<file path="config.mk">
export PLATFORM = sky130hd
export DESIGN_NAME = wb_timer_irq
export DESIGN_NICKNAME = d
export VERILOG_FILES = /design/src/rtl/wb_timer_pkg.sv /design/src/rtl/wb_timer_prescaler.sv /design/src/rtl/wb_timer_irq.sv
export SDC_FILE = /design/constraint.sdc
export NUM_CORES = 1
export LEC_CHECK = 0
export CAP_MARGIN = 5
export CORE_UTILIZATION = 50
export DETAILED_ROUTE_END_ITERATION = 8
export PLACE_DENSITY_LB_ADDON = 0.08
export REMOVE_ABC_BUFFERS = 1
export SLEW_MARGIN = 20
export SYNTH_ARGS = -nofsm -noshare
export SYNTH_HDL_FRONTEND = slang
export SYNTH_HIERARCHICAL = 1
export SYNTH_SLANG_ARGS = --single-unit
</file>
<file path="constraint.sdc">
create_clock -name clk_i -period 5 [get_ports clk_i]
set_clock_uncertainty 0.2 [all_clocks]
set_input_delay 0.5 -clock clk_i [delete_from_list [all_inputs] [get_ports clk_i]]
set_output_delay 0.5 -clock clk_i [all_outputs]
set_load 0.01 [all_outputs]
</file>
<file path="src/rtl/wb_timer_pkg.sv">
// wb_timer_pkg: shared definitions for the Wishbone prescaled timer.
//   - byte offsets of every register and the matching register indices
//   - CTRL / STATUS bit positions
//   - bus handshake state type
//   - byte-lane mask helper for wb_sel_i
package wb_timer_pkg;

  localparam int REG_IDX_W = 3;

  localparam logic [4:0] ADDR_CTRL     = 5'h00;
  localparam logic [4:0] ADDR_PRESCALE = 5'h04;
  localparam logic [4:0] ADDR_COUNT    = 5'h08;
  localparam logic [4:0] ADDR_COMPARE  = 5'h0C;
  localparam logic [4:0] ADDR_STATUS   = 5'h10;
  localparam logic [4:0] ADDR_CAPTURE  = 5'h14;

  localparam logic [REG_IDX_W-1:0] IDX_CTRL     = ADDR_CTRL[4:2];
  localparam logic [REG_IDX_W-1:0] IDX_PRESCALE = ADDR_PRESCALE[4:2];
  localparam logic [REG_IDX_W-1:0] IDX_COUNT    = ADDR_COUNT[4:2];
  localparam logic [REG_IDX_W-1:0] IDX_COMPARE  = ADDR_COMPARE[4:2];
  localparam logic [REG_IDX_W-1:0] IDX_STATUS   = ADDR_STATUS[4:2];
  localparam logic [REG_IDX_W-1:0] IDX_CAPTURE  = ADDR_CAPTURE[4:2];

  // CTRL bits
  localparam int CTRL_W        = 5;
  localparam int CTRL_EN       = 0;
  localparam int CTRL_AUTO     = 1;
  localparam int CTRL_IE_MATCH = 2;
  localparam int CTRL_IE_OVF   = 3;
  localparam int CTRL_IE_CAP   = 4;

  // STATUS bits (all write-1-to-clear)
  localparam int STATUS_W   = 3;
  localparam int STAT_MATCH = 0;
  localparam int STAT_OVF   = 1;
  localparam int STAT_CAP   = 2;

  typedef enum logic {
    BUS_IDLE = 1'b0,
    BUS_ACK  = 1'b1
  } bus_state_e;

  // Expand the 4 byte-lane enables into a 32-bit bit mask.
  function automatic logic [31:0] sel_to_mask(input logic [3:0] sel);
    logic [31:0] mask;
    for (int b = 0; b < 4; b++) begin
      mask[b*8 +: 8] = {8{sel[b]}};
    end
    return mask;
  endfunction

endpackage

</file>
<file path="src/rtl/wb_timer_prescaler.sv">
// wb_timer_prescaler: free-running prescale counter producing the timer tick.
//   clk_i    in  system clock
//   rst_i    in  asynchronous active-high reset
//   en       in  count enable; when low the counter holds its value
//   clear    in  synchronous clear (software rewrote COUNT or PRESCALE)
//   prescale in  terminal value; the counter runs 0..prescale
//   tick     out high in the cycle the counter equals prescale while enabled
module wb_timer_prescaler #(
  parameter int PRESCALE_W = 16
) (
  input  logic                  clk_i,
  input  logic                  rst_i,
  input  logic                  en,
  input  logic                  clear,
  input  logic [PRESCALE_W-1:0] prescale,
  output logic                  tick
);

  logic [PRESCALE_W-1:0] cnt_reg;

  // prescale == 0 makes this true every enabled cycle.
  assign tick = en & (cnt_reg == prescale);

  always_ff @(posedge clk_i or posedge rst_i) begin
    if (rst_i) begin
      cnt_reg <= '0;
    end else if (clear || tick) begin
      cnt_reg <= '0;
    end else if (en) begin
      cnt_reg <= cnt_reg + PRESCALE_W'(1);
    end
  end

endmodule

</file>
<file path="src/rtl/wb_timer_irq.sv">
// wb_timer_irq: Wishbone classic slave with a 32-bit prescaled timer,
// compare-match and overflow events and a registered level interrupt.
//
// Optional feature macro: WB_TIMER_CAPTURE_EN
//   defined   -> capture_i is synchronised (2 FF) and its rising edge copies
//                COUNT into CAPTURE, sets STATUS.CAP; CTRL.IE_CAP gates irq.
//   undefined -> capture_i is ignored; CAPTURE, STATUS[2], CTRL[4] read 0.
//
// Ports
//   clk_i      in   system clock, rising edge
//   rst_i      in   asynchronous active-high reset
//   wb_adr_i   in   byte address, register index = wb_adr_i[4:2]
//   wb_dat_i   in   write data
//   wb_sel_i   in   byte-lane write enables
//   wb_we_i    in   write enable
//   wb_cyc_i   in   bus cycle
//   wb_stb_i   in   strobe
//   wb_dat_o   out  read data, valid while wb_ack_o is high
//   wb_ack_o   out  single-cycle acknowledge (every access takes 2 cycles)
//   irq_o      out  registered level interrupt
//   capture_i  in   asynchronous capture strobe
//
// Register map: 0x00 CTRL, 0x04 PRESCALE, 0x08 COUNT, 0x0C COMPARE,
//               0x10 STATUS (W1C), 0x14 CAPTURE (RO); others read 0.
module wb_timer_irq
  import wb_timer_pkg::*;
#(
  parameter int          PRESCALE_W  = 16,
  parameter logic [31:0] RST_COMPARE = 32'hFFFF_FFFF
) (
  input  logic        clk_i,
  input  logic        rst_i,
  input  logic [4:0]  wb_adr_i,
  input  logic [31:0] wb_dat_i,
  input  logic [3:0]  wb_sel_i,
  input  logic        wb_we_i,
  input  logic        wb_cyc_i,
  input  logic        wb_stb_i,
  output logic [31:0] wb_dat_o,
  output logic        wb_ack_o,
  output logic        irq_o,
  input  logic        capture_i
);

`ifdef WB_TIMER_CAPTURE_EN
  localparam logic [CTRL_W-1:0]   CTRL_WMASK   = 5'h1F;
  localparam logic [STATUS_W-1:0] STATUS_WMASK = 3'h7;
`else
  localparam logic [CTRL_W-1:0]   CTRL_WMASK   = 5'h0F;
  localparam logic [STATUS_W-1:0] STATUS_WMASK = 3'h3;
`endif

  // ---------------------------------------------------------------------
  // Bus handshake
  // ---------------------------------------------------------------------
  bus_state_e state_reg, state_next;
  logic [REG_IDX_W-1:0] reg_idx;
  logic                 bus_req;
  logic                 bus_write;
  logic [31:0]          rd_data;
  logic [31:0]          dat_reg;

  assign reg_idx  = wb_adr_i[4:2];
  assign bus_req  = wb_cyc_i & wb_stb_i;
  assign wb_ack_o = (state_reg == BUS_ACK);
  assign wb_dat_o = dat_reg;
  // The master holds address/data until ack, so the write uses the
  // inputs present during the ack cycle.
  assign bus_write = (state_reg == BUS_ACK) & bus_req & wb_we_i;

  always_ff @(posedge clk_i or posedge rst_i) begin
    if (rst_i) begin
      state_reg <= BUS_IDLE;
    end else begin
      state_reg <= state_next;
    end
  end

  always_comb begin
    state_next = state_reg;
    case (state_reg)
      BUS_IDLE: if (bus_req) state_next = BUS_ACK;
      BUS_ACK:  state_next = BUS_IDLE;   // never back-to-back acks
      default:  state_next = BUS_IDLE;
    endcase
  end

  // Read data is captured on the same edge that raises ack, and is zero
  // whenever ack is low.
  always_ff @(posedge clk_i or posedge rst_i) begin
    if (rst_i) begin
      dat_reg <= 32'h0;
    end else if ((state_reg == BUS_IDLE) && bus_req && !wb_we_i) begin
      dat_reg <= rd_data;
    end else begin
      dat_reg <= 32'h0;
    end
  end

  // ---------------------------------------------------------------------
  // Registers
  // ---------------------------------------------------------------------
  logic [CTRL_W-1:0]     ctrl_reg;
  logic [PRESCALE_W-1:0] prescale_reg;
  logic [31:0]           count_reg, count_next;
  logic [31:0]           compare_reg;
  logic [STATUS_W-1:0]   status_reg, status_next;
  logic                  irq_reg;
  logic [31:0]           capture_val;
  logic                  cap_rise;

  logic [31:0] byte_mask;
  logic [31:0] wr_data;
  logic        wr_ctrl, wr_prescale, wr_count, wr_compare, wr_status;

  assign byte_mask   = sel_to_mask(wb_sel_i);
  // Byte-merge the incoming data over the current value of the addressed
  // register, so unselected lanes keep their contents.
  assign wr_data     = (rd_data & ~byte_mask) | (wb_dat_i & byte_mask);
  assign wr_ctrl     = bus_write & (reg_idx == IDX_CTRL);
  assign wr_prescale = bus_write & (reg_idx == IDX_PRESCALE);
  assign wr_count    = bus_write & (reg_idx == IDX_COUNT);
  assign wr_compare  = bus_write & (reg_idx == IDX_COMPARE);
  assign wr_status   = bus_write & (reg_idx == IDX_STATUS);

  always_comb begin
    rd_data = 32'h0;
    case (reg_idx)
      IDX_CTRL:     rd_data = 32'(ctrl_reg);
      IDX_PRESCALE: rd_data = 32'(prescale_reg);
      IDX_COUNT:    rd_data = count_reg;
      IDX_COMPARE:  rd_data = compare_reg;
      IDX_STATUS:   rd_data = 32'(status_reg);
      IDX_CAPTURE:  rd_data = capture_val;
      default:      rd_data = 32'h0;
    endcase
  end

  always_ff @(posedge clk_i or posedge rst_i) begin
    if (rst_i) begin
      ctrl_reg     <= '0;
      prescale_reg <= '0;
      compare_reg  <= RST_COMPARE;
    end else begin
      if (wr_ctrl)     ctrl_reg     <= wr_data[CTRL_W-1:0] & CTRL_WMASK;
      if (wr_prescale) prescale_reg <= wr_data[PRESCALE_W-1:0];
      if (wr_compare)  compare_reg  <= wr_data;
    end
  end

  // ---------------------------------------------------------------------
  // Timer core
  // ---------------------------------------------------------------------
  logic tick;
  logic hit_compare;
  logic reload;
  logic [STATUS_W-1:0] status_set;
  logic [STATUS_W-1:0] status_clr;

  wb_timer_prescaler #(
    .PRESCALE_W (PRESCALE_W)
  ) u_prescaler (
    .clk_i    (clk_i),
    .rst_i    (rst_i),
    .en       (ctrl_reg[CTRL_EN]),
    .clear    (wr_count | wr_prescale),
    .prescale (prescale_reg),
    .tick     (tick)
  );

  assign hit_compare = (count_reg == compare_reg);
  assign reload      = tick & hit_compare & ctrl_reg[CTRL_AUTO];

  always_comb begin
    count_next = count_reg;
    if (wr_count) begin
      count_next = wr_data;               // software write beats a tick
    end else if (tick) begin
      count_next = reload ? 32'h0 : count_reg + 32'd1;
    end
  end

  always_comb begin
    status_set             = '0;
    status_set[STAT_MATCH] = tick & hit_compare;
    // An AUTO reload at all-ones takes priority over wrapping.
    status_set[STAT_OVF]   = tick & (&count_reg) & ~reload;
    status_set[STAT_CAP]   = cap_rise;
    status_clr  = wr_status ? (wb_dat_i[STATUS_W-1:0] & byte_mask[STATUS_W-1:0]) : '0;
    // Clear first, then set: a hardware event in the same cycle wins.
    status_next = ((status_reg & ~status_clr) | status_set) & STATUS_WMASK;
  end

  always_ff @(posedge clk_i or posedge rst_i) begin
    if (rst_i) begin
      count_reg  <= 32'h0;
      status_reg <= '0;
      irq_reg    <= 1'b0;
    end else begin
      count_reg  <= count_next;
      status_reg <= status_next;
      // Built from the current registers, so irq follows status/enable
      // changes one cycle later.
      irq_reg    <= (status_reg[STAT_MATCH] & ctrl_reg[CTRL_IE_MATCH]) |
                    (status_reg[STAT_OVF]   & ctrl_reg[CTRL_IE_OVF])   |
                    (status_reg[STAT_CAP]   & ctrl_reg[CTRL_IE_CAP]);
    end
  end

  assign irq_o = irq_reg;

  // ---------------------------------------------------------------------
  // Optional capture input
  // ---------------------------------------------------------------------
`ifdef WB_TIMER_CAPTURE_EN
  logic [2:0]  cap_sync_reg;
  logic [31:0] capture_reg;

  // [0],[1] synchronise; [2] remembers the previous synchronised level.
  assign cap_rise    = cap_sync_reg[1] & ~cap_sync_reg[2];
  assign capture_val = capture_reg;

  always_ff @(posedge clk_i or posedge rst_i) begin
    if (rst_i) begin
      cap_sync_reg <= 3'b000;
      capture_reg  <= 32'h0;
    end else begin
      cap_sync_reg <= {cap_sync_reg[1:0], capture_i};
      // Store the value COUNT takes on this edge (third clock after the
      // capture_i edge).
      if (cap_rise) capture_reg <= count_next;
    end
  end

  logic unused_bits;
  assign unused_bits = ^wb_adr_i[1:0];
`else
  assign cap_rise    = 1'b0;
  assign capture_val = 32'h0;

  logic unused_bits;
  assign unused_bits = ^{wb_adr_i[1:0], capture_i};
`endif

endmodule

</file>
==> flow_summary.ini <==
[status]
status = finished with violations
violations = design-rule violations

[global_route]
grt.total_usage = 0.2762
gr-total-overflow = 0
grt_pass1_vias = 6240
use_met1 = 0.3887
antenna_found_initial = 0
grt_pass1_wl_um = 33440
use_met3 = 0.06761
grt_max_degree = 45
top_usage_layer = met2
grt_use_met2 = 0.4210

[placement]
dp_hpwl_um = 14250
gp_congestion = 0.9285
dpl_cell_area_sq_um = 8421
port_buffers = 77

[final_layout]
nets = 946
n_antenna_cell = 0
final_area_sq_um = 9042
n_fill_cell = 1273
drive_gt1_frac = 0.1538
area_growth_pct = 19.51

[synthesis]
yosys_most_used_dff = dfrtp_1
yosys_warnings = 6
synth.cell_area_sq_um = 7566
synthTopCellsByCount = nand2_1 (116), dfrtp_1 (104), nor2_1 (97), o21ai_0 (80), a21oi_1 (48)
synth_area_leader_cell = dfrtp_1
async_reset_ff_frac = 1.000
yosysTopAreaCellShare = 0.3440
synth.distinct_cells = 60
synth_edf_count = 0
ys_seq_area_frac = 0.4551
synth_area_leaders = dfrtp_1 (34%), dfstp_2 (11%), nand2_1 (5.8%)
synth-seq-cells = 136
synth_most_common_cell = nand2_1
synthCells = 844
synth.avg_cell_area_sq_um = 8.964

[floorplan]
io_pins = 81
initial_core_util = 0.5167
fp.dieW_um = 125.0
die_y_um = 125.0
placeableCoreArea_sq_um = 14640
die_area_sq_um = 15630
core.rowCount = 44

[setup_path]
critical-path-max-stage-delay_ns = 0.44
crit_path_end_kind = flip-flop
path_class = reg2reg
critPathArrivalTime_ns = 3.97
cp-start-kind = flip-flop
path_buf_inv = 2
critPathSlowestCell = dfrtp_1
cp.required_ns = 5.10
cp_cell_sequence = xor2_1 > nor4_2 > nand4_1 > nor4_2 > inv_1 > a21oi_1 > nand4_1 > nor4_4 > buf_4 > nand2b_1 > nor3_1 > o31a_1
crit_family = simple AND/OR/NAND/NOR gates
reg2reg_depth = 12
cp.depth = 12
crit_path_max_fanout = 28

[sta]
final-hold-violation-count = 0
layout_min_cycle_time_ns = 3.868
maxSlewViolCount = 0
min_period_over_period = 0.7736
rsz0062_at_grt = no
tightestPinTransition_ns = 0.7404
fin_setup_tns_ns = 0
setup_viol = 0
fmax_mhz = 258.5
slew_headroom = 0.5064

[drt]
drc_errors = 12
vias = 6319
routed_wl_um = 20320
drt-pass1-iter-count = 8
antenna_left = 0
wl_per_cell_um = 18.57
vias_per_cell = 5.776
drt_iter0_markers = 529

[hold_path]
min_path_type = reg2reg
hold_path_depth = 1

[clocking]
cts_tree = yes
cts.reportedPaths.clkPinSlew_ns = 0.06
clock_latency_ns = 0.42
cts_resized = 0
cts_buffer_depth = 2
htree_levels = 4
root_buffer = clkbuf_16
clock_sinks = 136
cts_buffers = 17
postCtsSetupBuffers = 0
hold_buffers = 0

[pwr]
peakVddDrop_mv = 0.2449
leakage_nw = 3.589
power.total_mw = 3.136
p_per_area_nw_per_um2 = 346.9

[run]
cap_violations = 0
-- logic make-up (layout without fill, tap and decap cells) --
family,after synthesis,in the layout,share of synthesized area
XOR/XNOR,63,63,0.07293
buffers and inverters,77,143,0.04680
AND/OR/NAND/NOR,342,342,0.2188
flip-flops,136,136,0.4551
multiplexers,27,27,0.04217
AO/OA/AOI/OAI,197,197,0.1609
adder cells (fa/ha/maj),2,2,0.003307
-- worst reg2reg max path: stages (launching register included) --
cell      delay (ns)
dfrtp_1         0.44
xor2_1          0.20
nor4_2          0.34
nand4_1         0.15
nor4_2          0.22
inv_1           0.35
a21oi_1         0.23
nand4_1         0.17
nor4_4          0.37
buf_4           0.38
nand2b_1        0.34
nor3_1          0.09
o31a_1          0.28
-- layer usage --
metal,up-vias,share of wire
li1,3057,-
met1,3049,0.47
met5,-,0
met2,191,0.46
met4,0,0.016
met3,22,0.062
-- placed cells by master, fill, tap and decap left out, drive strengths merged, types with 5 or more instances in the layout --
cell type      instances
nand4                 21
xnor2                 29
and3                  11
o22ai                  5
a21oi                 48
buf                   17
nor3                  12
mux2i                  6
or2                   12
dfstp                 32
inv                   18
clkbuf                19
clkdlybuf4s50         76
o21ai                 84
a22oi                 23
nor4                  10
nand3                 23
nor2b                 11
a221oi                 8
nor2                  99
dfrtp                104
mux2                  19
nand2                117
clkinv                 5
a31oi                  9
xor2                  34
-- through the flow --
stage	hold slack, ns	setup slack, ns	instances	util
after detailed placement	0.2605	1.173	1062	0.5750
after global placement	0.2542	1.287	1062	0.5747
after floorplan	0.2137	-0.8421	785	-
after CTS	0.2722	1.137	1094	0.6175
final	0.2665	1.132	1094	0.6175
after global routing	0.2992	0.9448	1094	0.6175
-- layout make-up --
| type | instances | area, sq um | area share |
|---|---|---|---|
| multi-input combinational | 631 | 3791 | 0.4193 |
| clock buffer | 19 | 442.9 | 0.04898 |
| timing repair buffer | 93 | 885.9 | 0.09797 |
| sequential | 136 | 3443 | 0.3808 |
| inverter | 18 | 70.07 | 0.007749 |
| tap | 184 | 230.2 | 0.02546 |
| clock inverter | 13 | 178.9 | 0.01979 |
-- final timing paths --
check / from / end / slack, ns
min: wb_ack_o$_DFF_PP0_ / wb_ack_o$_DFF_PP0_ / 0.27
min reg2reg: wb_ack_o$_DFF_PP0_ / wb_ack_o$_DFF_PP0_ / 0.27
max reg2reg: u_prescaler/cnt_reg[6]$_DFFE_PP0P_ / count_reg[7]$_DFFE_PP0P_ / 1.13
min in group asynchronous: rst_i / wb_dat_o[11]$_DFF_PP0_ / 0.30
max: u_prescaler/cnt_reg[6]$_DFFE_PP0P_ / count_reg[7]$_DFFE_PP0P_ / 1.13
max in group asynchronous: rst_i / compare_reg[22]$_DFFE_PP1P_ / 3.33
-- power by group --
group / switching [mW] / internal, mW
combinational: 0.231 / 0.213
clock: 0.486 / 0.844
sequential: 0.153 / 1.21
Note: power is estimated with default switching activity, not from simulation.
